File: src/rtl/stream_arb_pkg.sv
// -----------------------------------------------------------------------------
// stream_arb_pkg
// Shared definitions for the stream arbiter/mux slice: lock state encoding
// and the default channel geometry used by stream_arb_mux and rr_arbiter.
// -----------------------------------------------------------------------------
package stream_arb_pkg;

    localparam int DEF_WIDTH  = 8;
    localparam int DEF_NUM_CH = 4;

    // UNLOCKED: the next grant comes from the round-robin search.
    // LOCKED:   a packet is in flight and only its channel may be granted.
    typedef enum logic {
        ST_UNLOCKED = 1'b0,
        ST_LOCKED   = 1'b1
    } arb_state_e;

endpackage

File: src/rtl/rr_arbiter.sv
// -----------------------------------------------------------------------------
// rr_arbiter
// Purely combinational round-robin search. It picks the first requesting
// channel, looking at ptr, ptr+1, ..., NUM_CH-1, 0, ... in that order.
//
// Ports:
//   req     [NUM_CH] : per-channel request
//   ptr     [SEL_W]  : highest-priority channel; must be < NUM_CH
//   gnt     [SEL_W]  : index of the granted channel; 0 when nothing requests
//   any_req          : at least one channel is requesting
// -----------------------------------------------------------------------------
module rr_arbiter
    import stream_arb_pkg::*;
#(
    parameter int NUM_CH = DEF_NUM_CH,
    parameter int SEL_W  = $clog2(NUM_CH)
) (
    input  logic [NUM_CH-1:0] req,
    input  logic [SEL_W-1:0]  ptr,
    output logic [SEL_W-1:0]  gnt,
    output logic              any_req
);

    int               w_idx;
    logic [SEL_W-1:0] w_idx_sel;

    // NOTE: every output of a combinational block gets a default on entry;
    // a path that leaves one unassigned would infer a latch.
    always_comb begin
        gnt       = '0;
        any_req   = 1'b0;
        w_idx     = 0;
        w_idx_sel = '0;
        for (int off = 0; off < NUM_CH; off++) begin
            // Modulo by subtraction: ptr < NUM_CH, so a single wrap suffices
            // and NUM_CH need not be a power of two.
            w_idx = int'(ptr) + off;
            if (w_idx >= NUM_CH) begin
                w_idx = w_idx - NUM_CH;
            end
            w_idx_sel = SEL_W'(w_idx);
            if (!any_req && req[w_idx_sel]) begin
                gnt     = w_idx_sel;
                any_req = 1'b1;
            end
        end
    end

endmodule

File: src/rtl/stream_arb_mux.sv
// -----------------------------------------------------------------------------
// stream_arb_mux
// Packet-aware N:1 stream multiplexer. Channels are served round robin at
// packet granularity: once a non-last beat is accepted, the channel keeps the
// grant until its last beat has gone through. The output stage is a single
// register slice with valid/ready handshake.
//
// Ports:
//   clk        : clock, rising edge
//   rst_n      : synchronous active-low reset
//   in_valid   [NUM_CH]       : per-channel beat valid
//   in_data    [NUM_CH*WIDTH] : channel i at [i*WIDTH +: WIDTH]
//   in_last    [NUM_CH]       : per-channel end-of-packet flag
//   in_ready   [NUM_CH]       : per-channel accept, one-hot or zero
//   out_valid                 : output beat valid (registered)
//   out_data   [WIDTH]        : output beat data (registered)
//   out_last                  : output end-of-packet (registered)
//   out_ch     [SEL_W]        : source channel of the output beat
//   out_ready                 : downstream accept
// -----------------------------------------------------------------------------
module stream_arb_mux
    import stream_arb_pkg::*;
#(
    parameter int WIDTH  = DEF_WIDTH,
    parameter int NUM_CH = DEF_NUM_CH
) (
    input  logic                    clk,
    input  logic                    rst_n,
    input  logic [NUM_CH-1:0]       in_valid,
    input  logic [NUM_CH*WIDTH-1:0] in_data,
    input  logic [NUM_CH-1:0]       in_last,
    output logic [NUM_CH-1:0]       in_ready,
    output logic                    out_valid,
    output logic [WIDTH-1:0]        out_data,
    output logic                    out_last,
    output logic [$clog2(NUM_CH)-1:0] out_ch,
    input  logic                    out_ready
);

    localparam int SEL_W = $clog2(NUM_CH);
    localparam int IDX_W = $clog2(NUM_CH * WIDTH);

    arb_state_e       r_state;
    arb_state_e       w_state_next;
    logic [SEL_W-1:0] r_ptr;
    logic [SEL_W-1:0] r_cur;

    logic             r_out_valid;
    logic [WIDTH-1:0] r_out_data;
    logic             r_out_last;
    logic [SEL_W-1:0] r_out_ch;

    logic [SEL_W-1:0] w_rr_gnt;
    logic             w_rr_any;
    logic [SEL_W-1:0] w_gnt;
    logic             w_gnt_valid;
    logic             w_load;
    logic             w_accept;
    logic             w_gnt_last;
    logic [IDX_W-1:0] w_base;
    logic [SEL_W-1:0] w_ptr_next;

    rr_arbiter #(
        .NUM_CH (NUM_CH),
        .SEL_W  (SEL_W)
    ) u_rr_arbiter (
        .req     (in_valid),
        .ptr     (r_ptr),
        .gnt     (w_rr_gnt),
        .any_req (w_rr_any)
    );

    // While locked, the other channels are invisible; the search result is
    // only used between packets.
    assign w_gnt       = (r_state == ST_LOCKED) ? r_cur : w_rr_gnt;
    assign w_gnt_valid = (r_state == ST_LOCKED) ? in_valid[r_cur] : w_rr_any;

    // The output slice can take a new beat when it is empty or draining.
    assign w_load   = !r_out_valid || out_ready;
    // rst_n gates the accept so in_ready stays low for the whole reset cycle
    // and no beat is consumed that the reset would then discard.
    assign w_accept = rst_n && w_load && w_gnt_valid;

    assign w_gnt_last = in_last[w_gnt];
    assign w_base     = IDX_W'(w_gnt) * IDX_W'(WIDTH);
    assign w_ptr_next = (w_gnt == SEL_W'(NUM_CH - 1)) ? '0 : w_gnt + 1'b1;

    always_comb begin
        in_ready = '0;
        if (w_accept) begin
            in_ready[w_gnt] = 1'b1;
        end
    end

    always_comb begin
        w_state_next = r_state;
        if (w_accept) begin
            // A last beat releases the lock, including a single-beat packet
            // accepted while unlocked.
            w_state_next = w_gnt_last ? ST_UNLOCKED : ST_LOCKED;
        end
    end

    // NOTE: sequential state uses non-blocking assignments so every register
    // samples the pre-edge values, regardless of statement order.
    always_ff @(posedge clk) begin
        if (!rst_n) begin
            r_state <= ST_UNLOCKED;
        end else begin
            r_state <= w_state_next;
        end
    end

    // Data registers are reset as well: out_data/out_last/out_ch read as zero
    // after reset, not merely don't-care behind out_valid=0.
    always_ff @(posedge clk) begin
        if (!rst_n) begin
            r_ptr       <= '0;
            r_cur       <= '0;
            r_out_valid <= 1'b0;
            r_out_data  <= '0;
            r_out_last  <= 1'b0;
            r_out_ch    <= '0;
        end else if (w_accept) begin
            r_out_valid <= 1'b1;
            r_out_data  <= in_data[w_base +: WIDTH];
            r_out_last  <= w_gnt_last;
            r_out_ch    <= w_gnt;
            if (w_gnt_last) begin
                r_ptr <= w_ptr_next;
            end else begin
                r_cur <= w_gnt;
            end
        end else if (out_ready) begin
            r_out_valid <= 1'b0;
        end
    end

    assign out_valid = r_out_valid;
    assign out_data  = r_out_data;
    assign out_last  = r_out_last;
    assign out_ch    = r_out_ch;

endmodule

File: config.mk
export PLATFORM = sky130hd
export DESIGN_NAME = stream_arb_mux
export DESIGN_NICKNAME = d
export VERILOG_FILES = /design/src/rtl/stream_arb_pkg.sv /design/src/rtl/rr_arbiter.sv /design/src/rtl/stream_arb_mux.sv
export SDC_FILE = /design/constraint.sdc
export NUM_CORES = 1
export LEC_CHECK = 0
export CAP_MARGIN = 25
export CORE_MARGIN = 1.5
export CORE_UTILIZATION = 25
export CTS_BUF_LIST = sky130_fd_sc_hd__clkbuf_4 sky130_fd_sc_hd__clkbuf_8 sky130_fd_sc_hd__clkbuf_16
export CTS_CLUSTER_DIAMETER = 60
export DETAILED_ROUTE_END_ITERATION = 8
export GPL_ROUTABILITY_DRIVEN = 0
export HOLD_SLACK_MARGIN = 0.12
export PLACE_DENSITY = 0.52
export SYNTH_ARGS = -nofsm -noshare
export SYNTH_HDL_FRONTEND = slang
export SYNTH_SLANG_ARGS = --single-unit
File: constraint.sdc
create_clock -name clk -period 5 [get_ports clk]
set_clock_uncertainty 0.2 [all_clocks]
set_input_delay 0.75 -clock clk [delete_from_list [all_inputs] [get_ports clk]]
set_output_delay 0.75 -clock clk [all_outputs]
set_load 0.005 [all_outputs]
# After elaboration in Yosys (flattened, before gate mapping)
# Cells that the tools add are included.
# Widths: inputs -> output; s select.
# totals
regBits,17
latch_bits,0
ramBits,0
mem_bits_ro,0
out_inout_bits,16
elab_cells,76
n_memories,0
# op_classes
add_sub_neg,8
multipliers,0
div,0
magnitude_cmp,11
eq_ne,1
shift,1
n_mux,33
bitwise_logic,1
n_reduce_logical,14
# ops
operator,n
$shiftx 32x6->8,1
$mux 2,10
$lt 2x3->1 const B,6
$mux 1,15
$bmux 1 s2,6
$ge 3x3->1 const B,3
$sub 2x1->2 const B,4
$add 2x2->3 const B,2
$logic_and 1x1->1,6
$logic_not 1->1,4
$mux 4,1
$reduce_and 2->1,2
$add 2x1->3 const B,1
$ge 2x3->1 const B,1
$add 2x1->2 const B,1
$demux 1 s2,1
$eq 2x2->1 const B,1
$ge 2x1->1 const B,1
$reduce_bool 2->1,1
$logic_or 1x1->1,1
$not 1->1,1

# Depth between registers and ports, before layout
# Gate-level depths: netlist of the first run.
# depth
word_depth,20
ltp_mapped,11
ltp_nobuf,8

# Modules after synthesis
# Synthesis of the first run repeated with hierarchy kept, for this count alone.
# unflattened
cells_unflattened,165
area_unflattened_um2,1148.6
# modules_own_cells
mod,n_inst,cells_each,area_each_um2,seq_area_each_um2
stream_arb_mux,1,150,1071.0,340.3
rr_arbiter,1,15,77.6,0.0

# Least setup slack after synthesis of the first run
# OpenSTA, ideal clock, no wires.
# synth_timing
path_kind,input -> output
startpoint,in in_valid[3]
endpoint,out in_ready[0]
arrival_time_ps,2235
slack_ps,1815
cell_stages,9
n_path_buf,2
cell_sequence,buf_2 > nor2_1 > o32ai_1 > a31oi_1 > o311ai_2 > buf_2 > inv_2 > ha_1 > and2_1
# synth_via
elab_chain_len,18
word_cells_on_any_way,33
cone_classes,2 x order compare; 23 x mux; 8 x reduce/logical
# synth_lines
element,line_no,source
"start, declared",stream_arb_mux.sv:29,"input logic [NUM_CH-1:0] in_valid,"
$bmux 1 s2,rr_arbiter.sv:42,if (!any_req && req[w_idx_sel]) begin
$mux 1 (not written as such),rr_arbiter.sv:42,
$mux 1,rr_arbiter.sv:42,
$logic_not 1->1,rr_arbiter.sv:42,
$logic_and 1x1->1,rr_arbiter.sv:42,
$mux 1,rr_arbiter.sv:42,
$logic_not 1->1,rr_arbiter.sv:42,
$logic_and 1x1->1,rr_arbiter.sv:42,
[... 3 more ...],-,
$mux 2 *,rr_arbiter.sv:42,
$mux 2 *,stream_arb_mux.sv:75,assign w_gnt = (r_state == ST_LOCKED) ? r_cur : w_rr_gnt;
named net w_base[3],stream_arb_mux.sv:60,logic [IDX_W-1:0] w_base;
$lt 2x3->1 (not written as such) or $ge 2x1->1 (tied branches),stream_arb_mux.sv:91,in_ready[w_gnt] = 1'b1;
$logic_and 1x1->1 (not written as such),stream_arb_mux.sv:91,
$mux 1 (not written as such),stream_arb_mux.sv:91,
$demux 1 s2 *,stream_arb_mux.sv:91,
$mux 4 *,stream_arb_mux.sv:90,if (w_accept) begin
"end, declared",stream_arb_mux.sv:32,"output logic [NUM_CH-1:0] in_ready,"
# Mark *: on every way through the listed nets, which the timed path passes. The rest lies on a longest branch. The select of a mux whose other input is x is not followed.

# Final worst setup path of the first run
# layout_timing
startpoint,in in_valid[1]
endpoint,out in_ready[0]
# layout_via
elab_chain_len,18
word_cells_on_any_way,33
cone_classes,2 x order compare; 23 x mux; 8 x reduce/logical
# layout_lines
element,line_no
$bmux 1 s2,rr_arbiter.sv:42
$mux 1 (not written as such),rr_arbiter.sv:42
$mux 1,rr_arbiter.sv:42
$logic_not 1->1,rr_arbiter.sv:42
$logic_and 1x1->1,rr_arbiter.sv:42
$mux 1,rr_arbiter.sv:42
$logic_not 1->1,rr_arbiter.sv:42
$logic_and 1x1->1,rr_arbiter.sv:42
[... 2 more ...],-
$logic_and 1x1->1,rr_arbiter.sv:42
$mux 2,rr_arbiter.sv:42
$mux 2,stream_arb_mux.sv:75
$lt 2x3->1 (not written as such) or $ge 2x1->1 (tied branches),stream_arb_mux.sv:91
$logic_and 1x1->1 (not written as such),stream_arb_mux.sv:91
$mux 1 (not written as such),stream_arb_mux.sv:91
$demux 1 s2,stream_arb_mux.sv:91
$mux 4 *,stream_arb_mux.sv:90
# Every way passes the cells marked *; elsewhere a longest branch is shown, timed or not. The select of a mux whose other input is x is not followed.

==> impl_metrics.toml, run 1 <==
[status]
status = "finished clean"

[timing]
rsz0062_at_grt = "false"
finalCritPeriodShare = 0.825
worst_pin_slew_ns = 0.575
finalHoldViolations = 0
tns_ns = 0
final.min_clock_period_ns = 4.12
clock.fmax_ghz = 0.242
finalSetupViolations = 0
slew_viol_final = 0
relSlewSlack = 0.614

[global_route]
antenna_found_initial = 0
overflow = 0
grt_max_degree = 21
track_usage = 0.122
grt_pass1_wl_mm = 6.01
first_global_vias = 1249

[clock_tree]
cts-resized-gates = 0
cts-root-buf = "clkbuf_8"
cts_tree = "built"
htree_num_levels = 1
clk_pin_slew_ns = 0.07
clockBufferDepth = 2
cts_buffers = 3
cts.sinks = 17
cts_setup_buffers = 0
ctsHoldBuffers = 0
insertion_delay_ns = 0.25

[floorplanning]
io_pins = 59
die_h_um = 77.0
rows = 26
die_x_um = 77.0
start_util = 0.263
core-area_um2 = 5200
dieArea_um2 = 5930

[detailed_routing]
wl_met2_mm = 1.72
viasPerCell = 4.75
wl_mm = 3.68
drt-met1-wl_mm = 1.74
dr.pass1.iters = 4
drc = 0
wl_per_cell_um = 12.9
top_layer_used = "met4"
met3_length_um = 173
final_antenna_net_count = 0
vias = 1359
drt_iter0_drc = 42

[yosys]
ys_warn_count = 0
syn_inst = 162
syn-cell-area_um2 = 1370
ys_seq_area_frac = 0.248
ys_types = 42
avgSynthCellArea_um2 = 8.46
synth-edff-count = 0
syn_nets = 209
ys_ff_latch = 17
async_flop_share = 0
ys.flop_type = "dfxtp_1"

[worst_setup_path]
startpoint_type = "input pin"
cp-end-kind = "output port"
cpPeakStageDelay_ns = 0.63
critPathBufInv = 4
worstPathArrival_ns = 3.17
cp_common_cell = "clkdlybuf4s50_1"
crit_family = "buffers and inverters"
path_class = "input pin to output port"
crit_fanout = 16
path_cells = "clkdlybuf4s50_1 > nor2_1 > o32ai_1 > a31oi_1 > o311ai_2 > buf_4 > inv_2 > ha_1 > and2_1 > clkdlybuf4s50_1"
worstPathRequired_ns = 4.05
crit_slowest_cell = "clkdlybuf4s50_1"

[placement]
placed_cell_area_um2 = 1990
dp_cells = 282
dp.final_hpwl_mm = 2.96
io_buffers = 58

[layout]
multi_input_area_um2 = 917
drive_above_1_share = 0.116
syn2layout_area_growth_pct = 48.8
instances_no_fill = 286
layout.nets = 264
fill_cells = 544
stdcell_area_um2 = 2040
regArea_um2 = 340
diodes = 0

[power_and_ir_drop]
clkPwrFrac = 0.150
power.share.switching = 0.368
p_comb_frac = 0.563
vdd_drop_max_mv = 0.173
power.density_nw_per_um2 = 342
p_switching_mw = 0.257
pwr-share-seq = 0.287
power.internal_mw = 0.441
power_leakage_nw = 0.823

[min_path]
hp-class = "register to register"

[run]
maxCapViolations = 0
[synthesized netlist by cell type (2+ instances only)]
library cell	instances	area, µm²
mux2_2	8	90.1
nand2_1	14	52.6
nor2b_1	2	12.5
mux2i_1	22	220
ha_1	4	50.1
buf_2	3	15.0
o21ai_1	10	50.1
a31oi_1	2	12.5
dfxtp_1	17	340
nand2b_1	3	18.8
clkbuf_1	5	18.8
o21a_1	2	15.0
inv_2	4	15.0
inv_1	5	18.8
and2_1	5	31.3
mux2_1	2	22.5
buf_6	3	33.8
a21oi_1	5	25.0
nand3_1	11	55.1
nor2_1	11	41.3
a211oi_1	3	22.5
[cells in the final DEF, fill, tap and decap left out, drive strengths merged, types with 2 or more instances in the layout]
master / Yosys / final
o21a: 2 / 2
nor2b: 2 / 2
clkdlybuf4s50: 0 / 58
nor2: 12 / 12
dfxtp: 17 / 17
clkbuf: 5 / 3
a211oi: 3 / 3
mux2: 10 / 10
ha: 4 / 4
o21ai: 10 / 10
buf: 7 / 4
nand2b: 3 / 3
a31oi: 2 / 2
a21oi: 5 / 5
nand2: 14 / 14
inv: 9 / 9
nand3: 11 / 11
mux2i: 22 / 22
and2: 5 / 5
[registers in the layout (all words and copies together) (netlist names)]
| signal | count |
|---|---|
| out_ch | 2 |
| out_last | 1 |
| r_cur | 2 |
| out_data | 8 |
| r_ptr | 2 |
| out_valid | 1 |
| r_state | 1 |
[layer usage]
metal / vias to the layer above / track usage
met5: - / 0
met4: 0 / 0.0273
met3: 4 / 0.0250
met2: 28 / 0.192
met1: 630 / 0.171
li1: 697 / -
[kinds of logic after synthesis]
logic type                 Yosys count  synth area share
muxes                               33             0.259
buffers and inverters               21            0.0886
DFF                                 17             0.248
and+or+nand+nor                     49             0.169
AOI/OAI and AO/OA                   38             0.198
adders and majority gates            4            0.0365
[through the flow]
stage	worst slack (ns)	utilization	power (mW)	hold WS (ns)
2_1_floorplan	1.82	-	0.469	0.253
6_report	0.875	0.392	0.698	0.259
4_1_cts	0.897	0.392	0.708	0.264
3_5_place_dp	0.897	0.382	0.599	0.249
5_1_grt	0.740	0.392	0.752	0.285
3_3_place_gp	0.912	0.382	0.604	0.244
[layout make-up]
cell class / instances / area share
Sequential cell: 17 / 0.167
Timing Repair Buffer: 62 / 0.300
Tap cell: 70 / 0.0430
Clock inverter: 1 / 0.00368
Clock buffer: 3 / 0.0203
Multi-Input combinational cell: 124 / 0.450
Inverter: 9 / 0.0166
[worst min-delay path, cell delays in order, from the launching register on]
cell and delay (ns):
dfxtp_1 0.31, nand3_1 0.06, o21ai_1 0.05
[power groups by stage]
stage          sequential (mW)  clock [mW]  combinational, mW
2_1_floorplan            0.193           0              0.276
3_3_place_gp             0.204           0              0.400
3_5_place_dp             0.203           0              0.396
4_1_cts                  0.200       0.110              0.398
5_1_grt                  0.206       0.115              0.431
6_report                 0.200       0.105              0.393
[final timing paths]
| kind | cells past startpoint | to | slack [ns] | startpoint |
|---|---|---|---|---|
| max | 10 | in_ready[0] | 0.88 | in_valid[1] |
| min | 2 | out_data[0]$_SDFFE_PN0P_ | 0.26 | out_data[0]$_SDFFE_PN0P_ |
| max reg2reg | 8 | out_data[6]$_SDFFE_PN0P_ | 2.40 | r_ptr[0]$_SDFFE_PN0P_ |
| min reg2reg | 2 | out_data[0]$_SDFFE_PN0P_ | 0.26 | out_data[0]$_SDFFE_PN0P_ |
No activity file was read; power rests on OpenSTA's default activity.
==> inputs of run 2 (changes only) <==
--- a/config.mk
+++ b/config.mk
@@ -13,7 +13,7 @@
 export DETAILED_ROUTE_END_ITERATION = 8
 export GPL_ROUTABILITY_DRIVEN = 0
 export HOLD_SLACK_MARGIN = 0.12
-export PLACE_DENSITY = 0.52
+export PLACE_DENSITY = 0.54
 export SYNTH_ARGS = -nofsm -noshare
 export SYNTH_HDL_FRONTEND = slang
 export SYNTH_SLANG_ARGS = --single-unit
==> constraint.sdc (replaced) <==
create_clock -name clk -period 3.6 [get_ports clk]
set_clock_uncertainty 0.2 [all_clocks]
set_input_delay 0.54 -clock clk [delete_from_list [all_inputs] [get_ports clk]]
set_output_delay 0.54 -clock clk [all_outputs]
set_load 0.005 [all_outputs]
==> run 2 against run 1 <==
Against the previous run:
- register-to-register slack got worse by 1.4 ns
- sequential share of layout area decreased by 0.68 points
- hold slack got worse by 0.0042 ns
- critical path type is now register to output port
- worst setup slack got worse by 0.56 ns
- core utilization increased by 1.7 points
- final area increased by 4.2%
==> impl_metrics.toml, run 2 (same netlist as run 1, synthesis figures left out) <==
[detailed_routing]
drc = 0
wl_mm = 3.86
vias = 1364
drt_iter0_drc = 73
dr.pass1.iters = 4
wl_per_cell_um = 13.1
final_antenna_net_count = 0
viasPerCell = 4.62

[layout]
syn2layout_area_growth_pct = 55.1
layout_commonest_cell = "clkdlybuf4s50_1"
utilization = 0.408
diodes = 0
layout.nets = 273
layout_common_cells = "clkdlybuf4s50_1 (54), mux2i_1 (22), dfxtp_1 (17)"
multi_input_area_um2 = 926
drive_above_1_share = 0.160
regArea_um2 = 340
largest_register_ffs = 8
fill_cells = 536
instances_no_fill = 295

[timing]
finalCritPeriodShare = 0.913
final.min_clock_period_ns = 3.29
finalHoldViolations = 0
rsz0062_at_grt = "false"
worst_pin_slew_ns = 0.418
relSlewSlack = 0.721
slew_viol_final = 0
finalSetupViolations = 0
clock.fmax_ghz = 0.304
tns_ns = 0

[placement]
dp_cells = 289
dp.final_hpwl_mm = 3.04
io_buffers = 58

[clock_tree]
cts_buffers = 3
ctsHoldBuffers = 0
clockBufferDepth = 2
htree_num_levels = 1
cts-root-buf = "clkbuf_8"
cts_tree = "built"
insertion_delay_ns = 0.25
cts.sinks = 17
clk_pin_slew_ns = 0.07

[floorplanning]
io_pins = 59
die_x_um = 77.0
core-area_um2 = 5200
die_h_um = 77.0
dieArea_um2 = 5930
start_util = 0.263
rows = 26

[status]
status = "finished clean"

[worst_setup_path]
path_class = "register to output port"
worstPathRequired_ns = 2.86
worstPathArrival_ns = 2.55
startpoint_type = "register"
cp-end-kind = "output port"
crit_fanout = 10

[run]
maxCapViolations = 0

[global_route]
overflow = 0
grt_max_degree = 20
grt_pass1_wl_mm = 6.15
antenna_found_initial = 0
track_usage = 0.126
first_global_vias = 1231

[power_and_ir_drop]
vdd_drop_max_mv = 0.185
design_power_total_mw = 1.01
power.density_nw_per_um2 = 476
power_leakage_nw = 0.903

[min_path]
hp-class = "register to register"
==> run 2: report_power, final <==
| part | total (mW) | internal, mW | switching, mW |
|---|---|---|---|
| registers | 0.278 | 0.236 | 0.0419 |
| logic | 0.586 | 0.328 | 0.258 |
| clock network | 0.148 | 0.0779 | 0.0700 |
==> run 2: metrics by stage <==
stage / area [µm²] / hold slack (ns) / worst slack [ns]
3_3_place_gp: 2040 / 0.244 / 0.0512
6_report: 2120 / 0.255 / 0.313
3_5_place_dp: 2040 / 0.251 / 0.0301
4_1_cts: 2090 / 0.259 / 0.0150
5_1_grt: 2120 / 0.279 / 0.142
2_1_floorplan: 1370 / 0.253 / 0.835
==> run 2: routing by layer <==
metal / up-vias / track usage / wire length (µm)
met2: 20 / 0.200 / 1830
li1: 712 / - / -
met5: - / 0 / 0
met3: 2 / 0.0202 / 82
met1: 630 / 0.181 / 1930
met4: 0 / 0.0218 / 21
==> run 2: critical path, stage by stage (launching register included) <==
cell and delay, ns:
dfxtp_1 0.58, mux2i_1 0.24, a32oi_1 0.08, o22a_2 0.27
o31ai_4 0.30, inv_2 0.09, ha_1 0.18, and2_1 0.13
clkdlybuf4s50_1 0.43
==> run 2: area by class of cell <==
type,instances,share of cell area
clock buffers,3,0.0194
clock inverters,1,0.00353
inverters,9,0.0159
repair buffers,71,0.324
well taps,70,0.0412
multi-input cells,124,0.436
flip-flops and latches,17,0.160
==> run 2: path summary, 6_finish.rpt <==
kind	startpoint	end	slack [ns]	cells past startpoint
hold / removal	out_data[3]$_SDFFE_PN0P_	out_data[3]$_SDFFE_PN0P_	0.26	2
hold reg to reg	out_data[3]$_SDFFE_PN0P_	out_data[3]$_SDFFE_PN0P_	0.26	2
setup / recovery	r_ptr[0]$_SDFFE_PN0P_	in_ready[3]	0.31	8
setup reg to reg	r_ptr[0]$_SDFFE_PN0P_	out_data[5]$_SDFFE_PN0P_	1.00	8
==> run 2: timing repair <==
item | CTS | global route
resized for setup | 0 | 6
buffers inserted | 0 | 2
setup endpoints to repair | 0 | 4
